$ cat src/rtl/led_display_pkg.sv
`default_nettype none
// ============================================================================
// Module  : led_display_pkg
// Brief   : Shared types and 7-segment glyph constants for the LED display
//           scan bus (driver, capture block and benches).
// Revision: 1.0 - initial release
// ============================================================================
package led_display_pkg;

  // Default digit count of the multiplexed display
  localparam int NUM_DEFAULT = 8;

  // Segment pattern {dp,g,f,e,d,c,b,a}, 1 = segment lit
  typedef logic [7:0] seg_t;

  localparam seg_t SEG_0     = 8'h3F;
  localparam seg_t SEG_1     = 8'h06;
  localparam seg_t SEG_2     = 8'h5B;
  localparam seg_t SEG_3     = 8'h4F;
  localparam seg_t SEG_4     = 8'h66;
  localparam seg_t SEG_5     = 8'h6D;
  localparam seg_t SEG_6     = 8'h7D;
  localparam seg_t SEG_7     = 8'h07;
  localparam seg_t SEG_8     = 8'h7F;
  localparam seg_t SEG_9     = 8'h6F;
  localparam seg_t SEG_A     = 8'h77;
  localparam seg_t SEG_B     = 8'h7C;
  localparam seg_t SEG_C     = 8'h39;
  localparam seg_t SEG_D     = 8'h5E;
  localparam seg_t SEG_E     = 8'h79;
  localparam seg_t SEG_F     = 8'h71;
  localparam seg_t SEG_BLANK = 8'h00;

endpackage
`default_nettype wire

$ cat src/rtl/led_scan_sampler.sv
`default_nettype none
// ============================================================================
// Module  : led_scan_sampler
// Brief   : Synchronises the scan bus, normalises polarity to active-high and
//           emits one capture strobe per window in which {seg,sel} held still
//           for STABLE_CYCLES cycles.
// Revision: 1.0 - initial release
// ============================================================================
module led_scan_sampler
  import led_display_pkg::*;
#(
  parameter int   NUM           = NUM_DEFAULT,
  parameter logic VALID_SIGNAL  = 1'b0,
  parameter int   STABLE_CYCLES = 16
) (
  input  logic           clk,
  input  logic           rstn,
  input  logic [7:0]     seg_i,
  input  logic [NUM-1:0] sel_i,
  output logic           cap_o,
  output seg_t           cap_seg_o,
  output logic [NUM-1:0] cap_sel_o
);

  localparam int              W        = NUM + 8;
  localparam int              CNT_W    = (STABLE_CYCLES > 2) ? $clog2(STABLE_CYCLES) : 1;
  localparam logic [CNT_W-1:0] CNT_LAST = CNT_W'(STABLE_CYCLES - 2);
  // Raw pin level meaning "inactive"; also the XOR mask that makes 1 = active
  localparam logic [W-1:0]    INACTIVE = {W{~VALID_SIGNAL}};

  localparam logic [0:0] ST_SETTLE = 1'b0;
  localparam logic [0:0] ST_HOLD   = 1'b1;

  logic [W-1:0]     sync1_q, sync2_q;
  logic [W-1:0]     s, s_dly_q;
  logic             same;
  logic [0:0]       state_q, state_d;
  logic [CNT_W-1:0] cnt_q, cnt_d;

  // Normalised word: 1 = line active regardless of driver polarity
  assign s    = sync2_q ^ INACTIVE;
  assign same = (s == s_dly_q);

  // Two-flop synchroniser, delayed copy of the word, FSM state and counter
  always_ff @(posedge clk or negedge rstn) begin
    if (!rstn) begin
      sync1_q <= INACTIVE;
      sync2_q <= INACTIVE;
      s_dly_q <= '0;
      state_q <= ST_SETTLE;
      cnt_q   <= '0;
    end else begin
      sync1_q <= {seg_i, sel_i};
      sync2_q <= sync1_q;
      s_dly_q <= s;
      state_q <= state_d;
      cnt_q   <= cnt_d;
    end
  end

  // Next state: count matching cycles in SETTLE, leave HOLD on any change
  always_comb begin
    state_d = state_q;
    cnt_d   = cnt_q;
    case (state_q)
      ST_SETTLE: begin
        if (!same) begin
          cnt_d = '0;
        end else if (cnt_q == CNT_LAST) begin
          state_d = ST_HOLD;
        end else begin
          cnt_d = cnt_q + CNT_W'(1);
        end
      end
      ST_HOLD: begin
        if (!same) begin
          cnt_d   = '0;
          state_d = ST_SETTLE;
        end
      end
      default: begin
        state_d = ST_SETTLE;
        cnt_d   = '0;
      end
    endcase
  end

  // Outputs: capture strobe fires on the cycle the window completes
  always_comb begin
    cap_o     = (state_q == ST_SETTLE) && same && (cnt_q == CNT_LAST);
    cap_seg_o = s[W-1:NUM];
    cap_sel_o = s[NUM-1:0];
  end

endmodule
`default_nettype wire

$ cat src/rtl/led_display_capture.sv
`default_nettype none
// ============================================================================
// Module  : led_display_capture
// Brief   : Reconstructs per-digit segment patterns from a multiplexed
//           7-segment scan bus, with per-digit refresh timeout and scan error
//           detection.
// Revision: 1.0 - initial release
// ============================================================================
module led_display_capture
  import led_display_pkg::*;
#(
  parameter int   NUM            = NUM_DEFAULT,
  parameter logic VALID_SIGNAL   = 1'b0,
  parameter int   STABLE_CYCLES  = 16,
  parameter int   TIMEOUT_CYCLES = 1000000
) (
  input  logic                clk,
  input  logic                rstn,
  input  logic [7:0]          led_display_seg,
  input  logic [NUM-1:0]      led_display_sel,
  output logic [NUM-1:0][7:0] led_out,
  output logic                led_update,
  output logic [NUM-1:0]      digit_active,
  output logic                scan_err
);

  localparam int               TMO_W    = $clog2(TIMEOUT_CYCLES + 1);
  localparam logic [TMO_W-1:0] TMO_MAX  = TMO_W'(TIMEOUT_CYCLES);
  localparam logic [TMO_W-1:0] TMO_LAST = TMO_W'(TIMEOUT_CYCLES - 1);

  logic                    cap;
  seg_t                    cap_seg;
  logic [NUM-1:0]          cap_sel;
  logic                    sel_any, sel_multi;

  logic [NUM-1:0][7:0]     led_q, led_d;
  logic [NUM-1:0]          act_q, act_d;
  logic [NUM-1:0][TMO_W-1:0] tmo_q, tmo_d;
  logic                    upd_q, upd_d;
  logic                    err_q, err_d;

  led_scan_sampler #(
    .NUM           (NUM),
    .VALID_SIGNAL  (VALID_SIGNAL),
    .STABLE_CYCLES (STABLE_CYCLES)
  ) u_sampler (
    .clk       (clk),
    .rstn      (rstn),
    .seg_i     (led_display_seg),
    .sel_i     (led_display_sel),
    .cap_o     (cap),
    .cap_seg_o (cap_seg),
    .cap_sel_o (cap_sel)
  );

  // Clearing the lowest set bit leaves something only if two or more were set
  assign sel_any   = |cap_sel;
  assign sel_multi = |(cap_sel & (cap_sel - NUM'(1)));

  // Per-digit update: a valid refresh takes priority over an expiring timeout
  always_comb begin
    led_d = led_q;
    act_d = act_q;
    tmo_d = tmo_q;
    for (int i = 0; i < NUM; i++) begin
      if (cap && sel_any && !sel_multi && cap_sel[i]) begin
        tmo_d[i] = '0;
        act_d[i] = 1'b1;
        led_d[i] = cap_seg;
      end else if (tmo_q[i] == TMO_LAST) begin
        tmo_d[i] = TMO_MAX;
        act_d[i] = 1'b0;
        led_d[i] = '0;
      end else if (tmo_q[i] != TMO_MAX) begin
        tmo_d[i] = tmo_q[i] + TMO_W'(1);
      end
    end
    // One pulse however many digits change together
    upd_d = (led_d != led_q);
    err_d = cap && sel_multi;
  end

  // Display state, timeout counters and event pulses
  always_ff @(posedge clk or negedge rstn) begin
    if (!rstn) begin
      led_q <= '0;
      act_q <= '0;
      tmo_q <= '0;
      upd_q <= 1'b0;
      err_q <= 1'b0;
    end else begin
      led_q <= led_d;
      act_q <= act_d;
      tmo_q <= tmo_d;
      upd_q <= upd_d;
      err_q <= err_d;
    end
  end

  assign led_out      = led_q;
  assign digit_active = act_q;
  assign led_update   = upd_q;
  assign scan_err     = err_q;

endmodule
`default_nettype wire

$ cat config.mk
export PLATFORM = sky130hd
export DESIGN_NAME = led_display_capture
export DESIGN_NICKNAME = d
export VERILOG_FILES = /design/src/rtl/led_display_pkg.sv /design/src/rtl/led_scan_sampler.sv /design/src/rtl/led_display_capture.sv
export SDC_FILE = /design/constraint.sdc
export NUM_CORES = 1
export LEC_CHECK = 0
export CORE_MARGIN = 1
export CORE_UTILIZATION = 55
export DETAILED_ROUTE_END_ITERATION = 8
export GPL_TIMING_DRIVEN = 0
export PLACE_DENSITY_LB_ADDON = 0.05
export SYNTH_ARGS = -nofsm -noshare
export SYNTH_HDL_FRONTEND = slang
export SYNTH_HIERARCHICAL = 1
export SYNTH_SLANG_ARGS = --single-unit
$ cat constraint.sdc
create_clock -name clk -period 4.7 [get_ports clk]
set_input_delay 0.47 -clock clk [delete_from_list [all_inputs] [get_ports clk]]
set_output_delay 0.47 -clock clk [all_outputs]
set_load 0.02 [all_outputs]
==> reports/results.md <==
| Stage | Result | Value |
| --- | --- | --- |
| status | Outcome | completed |
| clocking | CTS max path bufs | 3 |
| power | Power per cell area | 314.7 nW/um^2 |
| routing | DRC violations left | 0 |
| synth | Total of flip-flops plus latches after synthesis | 287 |
| synth | Fraction of the mapped netlist area in compound gates | 7.368% |
| synth | Multiplexer share of the synthesized area | 1.605% |
| setup path | R2R depth | 13 |
| synth | Distinct cell type count after synthesis | 65 |
| routing | TritonRoute pass-1 iters | 6 |
| clocking | # hold bufs at CTS | 1 |
| power | Power share of the combinational group | 3.2% |
| global route | Wire length of the first global-routing pass | 54590 um |
| place | Placed insts | 1886 |
| setup path | Worst setup EP type | flop |
| power | Cell-internal power | 4.065 mW |
| routing | Average wire per standard cell | 17.16 um |
| finish | Number of nets in the layout | 1632 |
| global route | Pin count of the biggest net entering global routing | 112 |
| setup path | Flop-to-flop setup slack | 0.31 ns |
| setup path | Cells along the critical path | xnor2_1 > nor4_1 > nand4_1 > nor3_2 > clkbuf_1 > nand3b_1 > nor4_1 > clkbuf_1 > a21oi_1 > a211oi_1 > nand4_1 > and4b_1 > nand3_1 |
| timing | Timing-limited maximum frequency | 0.2278 GHz |
| synth | Cell area after technology mapping | 13960 sq um |
| setup path | Worst path arrival time | 4.79 ns |
| place | Number of buffers inserted by port buffering | 91 |
| global route | Via count of the first global-routing pass | 10667 |
| synth | Number of synthesized flops with an enable pin | 0 |
| setup path | Crit path buf inv count | 2 |
| synth | Post-Synth Simple-Gate Area | 23.00% |
| power | Overall power | 5.162 mW |
| die | I/O pins | 92 |
| setup path | Setup Crit Path Kind | reg -> reg |
| place | Routability cong. | 0.8613 |
| clocking | Post-CTS Setup Bufs | 0 |
| timing | Slew HR | 41.72% |
| synth | Dominant cell type by area after synthesis | sky130_fd_sc_hd__dfrtp_1 |
| timing | Worst clock skew on the final layout | 0.007724 ns |
| die | Height of the chip | 161.3 um |
| synth | Post-synthesis async set-or-reset flop share | 100.0% |
| setup path | Capturing point of the worst reg2reg path | led_update |
| global route | Initial antenna violation count | 0 |
| die | Placeable core region | 24600 sq um |
| timing | Final setup violation count | 0 |
| die | Initial core utilization | 56.73% |
| finish | Area grow syn2layout | 17.52% |
| synth | Most used flip-flop cell after synthesis | sky130_fd_sc_hd__dfrtp_1 |
| die | Die outline area | 26020 sq um |
| setup path | Sort of element at the start of the critical path | flop |
| power | Switching power share of the total | 21.27% |
| place | DP Wirelength | 23020 um |
| clocking | Total clock buffers created by CTS | 31 |
| finish | Share of cells above drive strength 1 | 6.605% |
| min path | Hold crit path type | in -> reg |
| clocking | Clock tree root buffer cell | sky130_fd_sc_hd__clkbuf_16 |
| synth | Number of warning messages in the yosys log | 6 |
| setup path | Slowest cell on the critical path | sky130_fd_sc_hd__dfstp_2 |
| power | Leakage | 6.996 nW |
| timing | Endpoints failing hold | 0 |
| timing | Fraction of the cycle the final worst path needs | 93.41% |
| synth | Top cell type's share of synthesized area | 45.72% |
| global route | Total routing resource utilization after global routing | 26.10% |
| power | Switching power of the nets | 1.098 mW |
| power | Reg power frac | 48.7% |
| setup path | Peak per-stage delay on the critical path | 0.56 ns |
| synth | Number of instances in the synthesized netlist | 1469 |
| setup path | Cell class contributing the biggest share of worst-path delay | simple AND/OR/NAND/NOR gates |
| clocking | Clock insertion delay at the later pin of the skew report | 0.55 ns |
| routing | Initial drt markers | 916 |
| finish | Commonest non-fill, non-tap cells in the layout | sky130_fd_sc_hd__dfrtp_1, sky130_fd_sc_hd__nor2_1, sky130_fd_sc_hd__nand2_1, sky130_fd_sc_hd__nand3_1, sky130_fd_sc_hd__xnor2_1 |
| die | X dimension of the die | 161.3 um |
| clocking | CTS-repair resized insts | 0 |
| timing | Setup total negative slack | 0 ns |
| routing | Via/cell ratio | 5.630 |
| timing | Final Max Slew Viols | 0 |
| finish | Most frequent standard cell in the layout excluding fill and tap cells | sky130_fd_sc_hd__dfrtp_1 |
| setup path | Launching instance or port of the critical path | u_sampler/sync2_q[0] |
| finish | Post-layout instance count excluding filler cells | 1944 |
| setup path | Launch point of the worst reg-to-reg path | u_sampler/sync2_q[0] |
| clocking | Clock sink count | 287 |
| synth | Synthesized-area fraction occupied by xor and xnor cells | 10.86% |
| job | Max-cap violations | 0 |
| synth | Mean instance size in the synthesized netlist | 9.502 sq um |
| setup path | Critical Path Fanout Max | 10 |
| clocking | CTS tree | done |
| power | Clk pwr share | 48.0% |
| synth | Top post-synthesis cells by area | sky130_fd_sc_hd__dfrtp_1, sky130_fd_sc_hd__dfstp_2, sky130_fd_sc_hd__nor2_1 |
| min path | Worst hold path endpoint | u_sampler/sync1_q[11] |
| timing | Transition time at the pin with the least slew margin | 0.8663 ns |
| routing | Post-route ant nets | 0 |
| die | Cell row count | 57 |
| routing | Total via count after detailed routing | 10944 |
| min path | Startpoint of the tightest hold check path | led_display_seg[3] |
| timing | Setup repair after global routing missed its margin | false |
| clocking | Post-CTS clock slew at the launch and capture registers of the worst setup and hold paths | 0.06 ns |
| routing | Routed WL | 33370 um |
| synth | Mapped Nets | 1505 |
| synth | Post-synthesis adder-cell area fraction | 1.757% |
| clocking | H-tree levels | 1 |
| timing | Final period demand of the worst path | 4.390 ns |
| global route | Total global routing overflow | 0 |
| synth | Main combinational cell family by area after synthesis | simple AND/OR/NAND/NOR gates |
| synth | Share of the yosys chip area belonging to registers | 51.74% |
| min path | Hold Path Depth | 1 |
| power | Largest voltage drop on the vdd net | 0.2562 mV |
| finish | Number of antenna cells inserted | 0 |
| finish | Filler Cells Inserted | 2008 |
| setup path | Critical path required time | 5.10 ns |
==> cell families (layout without fill, tap and decap cells) <==
| kind of cell | after synthesis | in the layout |
|---|---|---|
| multiplexers | 22 | 22 |
| XOR/XNOR | 173 | 173 |
| buffers and inverters | 133 | 284 |
| flip-flops | 287 | 287 |
| AO/OA/AOI/OAI | 166 | 166 |
| adder cells (fa/ha/maj) | 20 | 20 |
| AND/OR/NAND/NOR | 668 | 668 |
==> worst register-to-register path, delay by kind of cell, from the launching register on <==
kind,cells,cell delay (ns)
xor+xnor,1,0.08
flops,1,0.56
compound gates,2,0.51
simple gates,8,2.31
buf+inv,2,0.79
==> sequential cells by signal (all words and copies together), names as in the netlist <==
name and cells:
u_sampler/s_dly_q 16, u_sampler/sync1_q 16, u_sampler/cnt_q 4, led_update 1, scan_err 1, u_sampler/state_q 1
u_sampler/sync2_q 16, led_out 64, tmo_q 160, digit_active 8
==> power groups by stage <==
stage	sequential, mW	combinational [mW]	clock (mW)
2_1_floorplan	2.56	0.0662	0
5_1_grt	2.52	0.184	2.63
6_report	2.52	0.166	2.48
3_5_place_dp	2.56	0.166	0
3_3_place_gp	2.56	0.159	0
4_1_cts	2.52	0.168	2.53
==> cell usage after synthesis, types with 27 or more instances <==
master and count:
sky130_fd_sc_hd__dfrtp_1 255, sky130_fd_sc_hd__clkbuf_1 52, sky130_fd_sc_hd__and3_1 29, sky130_fd_sc_hd__xnor2_1 91, sky130_fd_sc_hd__nor4_1 30, sky130_fd_sc_hd__o21ai_0 69
sky130_fd_sc_hd__nand2_1 156, sky130_fd_sc_hd__inv_1 67, sky130_fd_sc_hd__dfstp_2 32, sky130_fd_sc_hd__nand3_1 96, sky130_fd_sc_hd__o22ai_1 27, sky130_fd_sc_hd__xor2_1 82
sky130_fd_sc_hd__nand4_1 31, sky130_fd_sc_hd__nor2_1 214
==> layout make-up <==
cell class                 count  area [sq um]  area share (%)
timing repair buffer          94         980.9           5.980
inverter                      70         262.8           1.602
clock inverter                11         136.4          0.8314
buffer                        63         250.2           1.526
tap                          324         405.4           2.471
clock buffer                  46         922.1           5.622
sequential                   287          7222           44.03
multi-input combinational   1049          6223           37.94
==> per-layer routing <==
metal,track usage (%),vias to the layer above,wire [um]
met5,0,-,0
met3,5.444,60,2110
met1,36.51,5306,15110
li1,-,5259,-
met2,40.99,319,15290
met4,7.933,0,859
==> worst max path at each step <==
stage,to,depth (start not counted)
global route,led_update,13
floorplan,led_update,12
finish,led_update,13
detailed placement,led_update,12
global placement,tmo_q[23],1
CTS,led_update,12
==> metrics by stage <==
step                      area (sq um)  setup slack, ns  utilization (%)  hold WS (ns)
after floorplan                  13960            1.345                -        0.1744
after global placement           15270           -9.071            62.08        0.3465
after detailed placement         15330           0.4897            62.32        0.3468
after CTS                        16400           0.4717            66.67        0.3056
after global routing             16400           0.2677            66.67        0.3168
final                            16400           0.3098            66.67        0.3256
(Power assumes the default switching activity.)
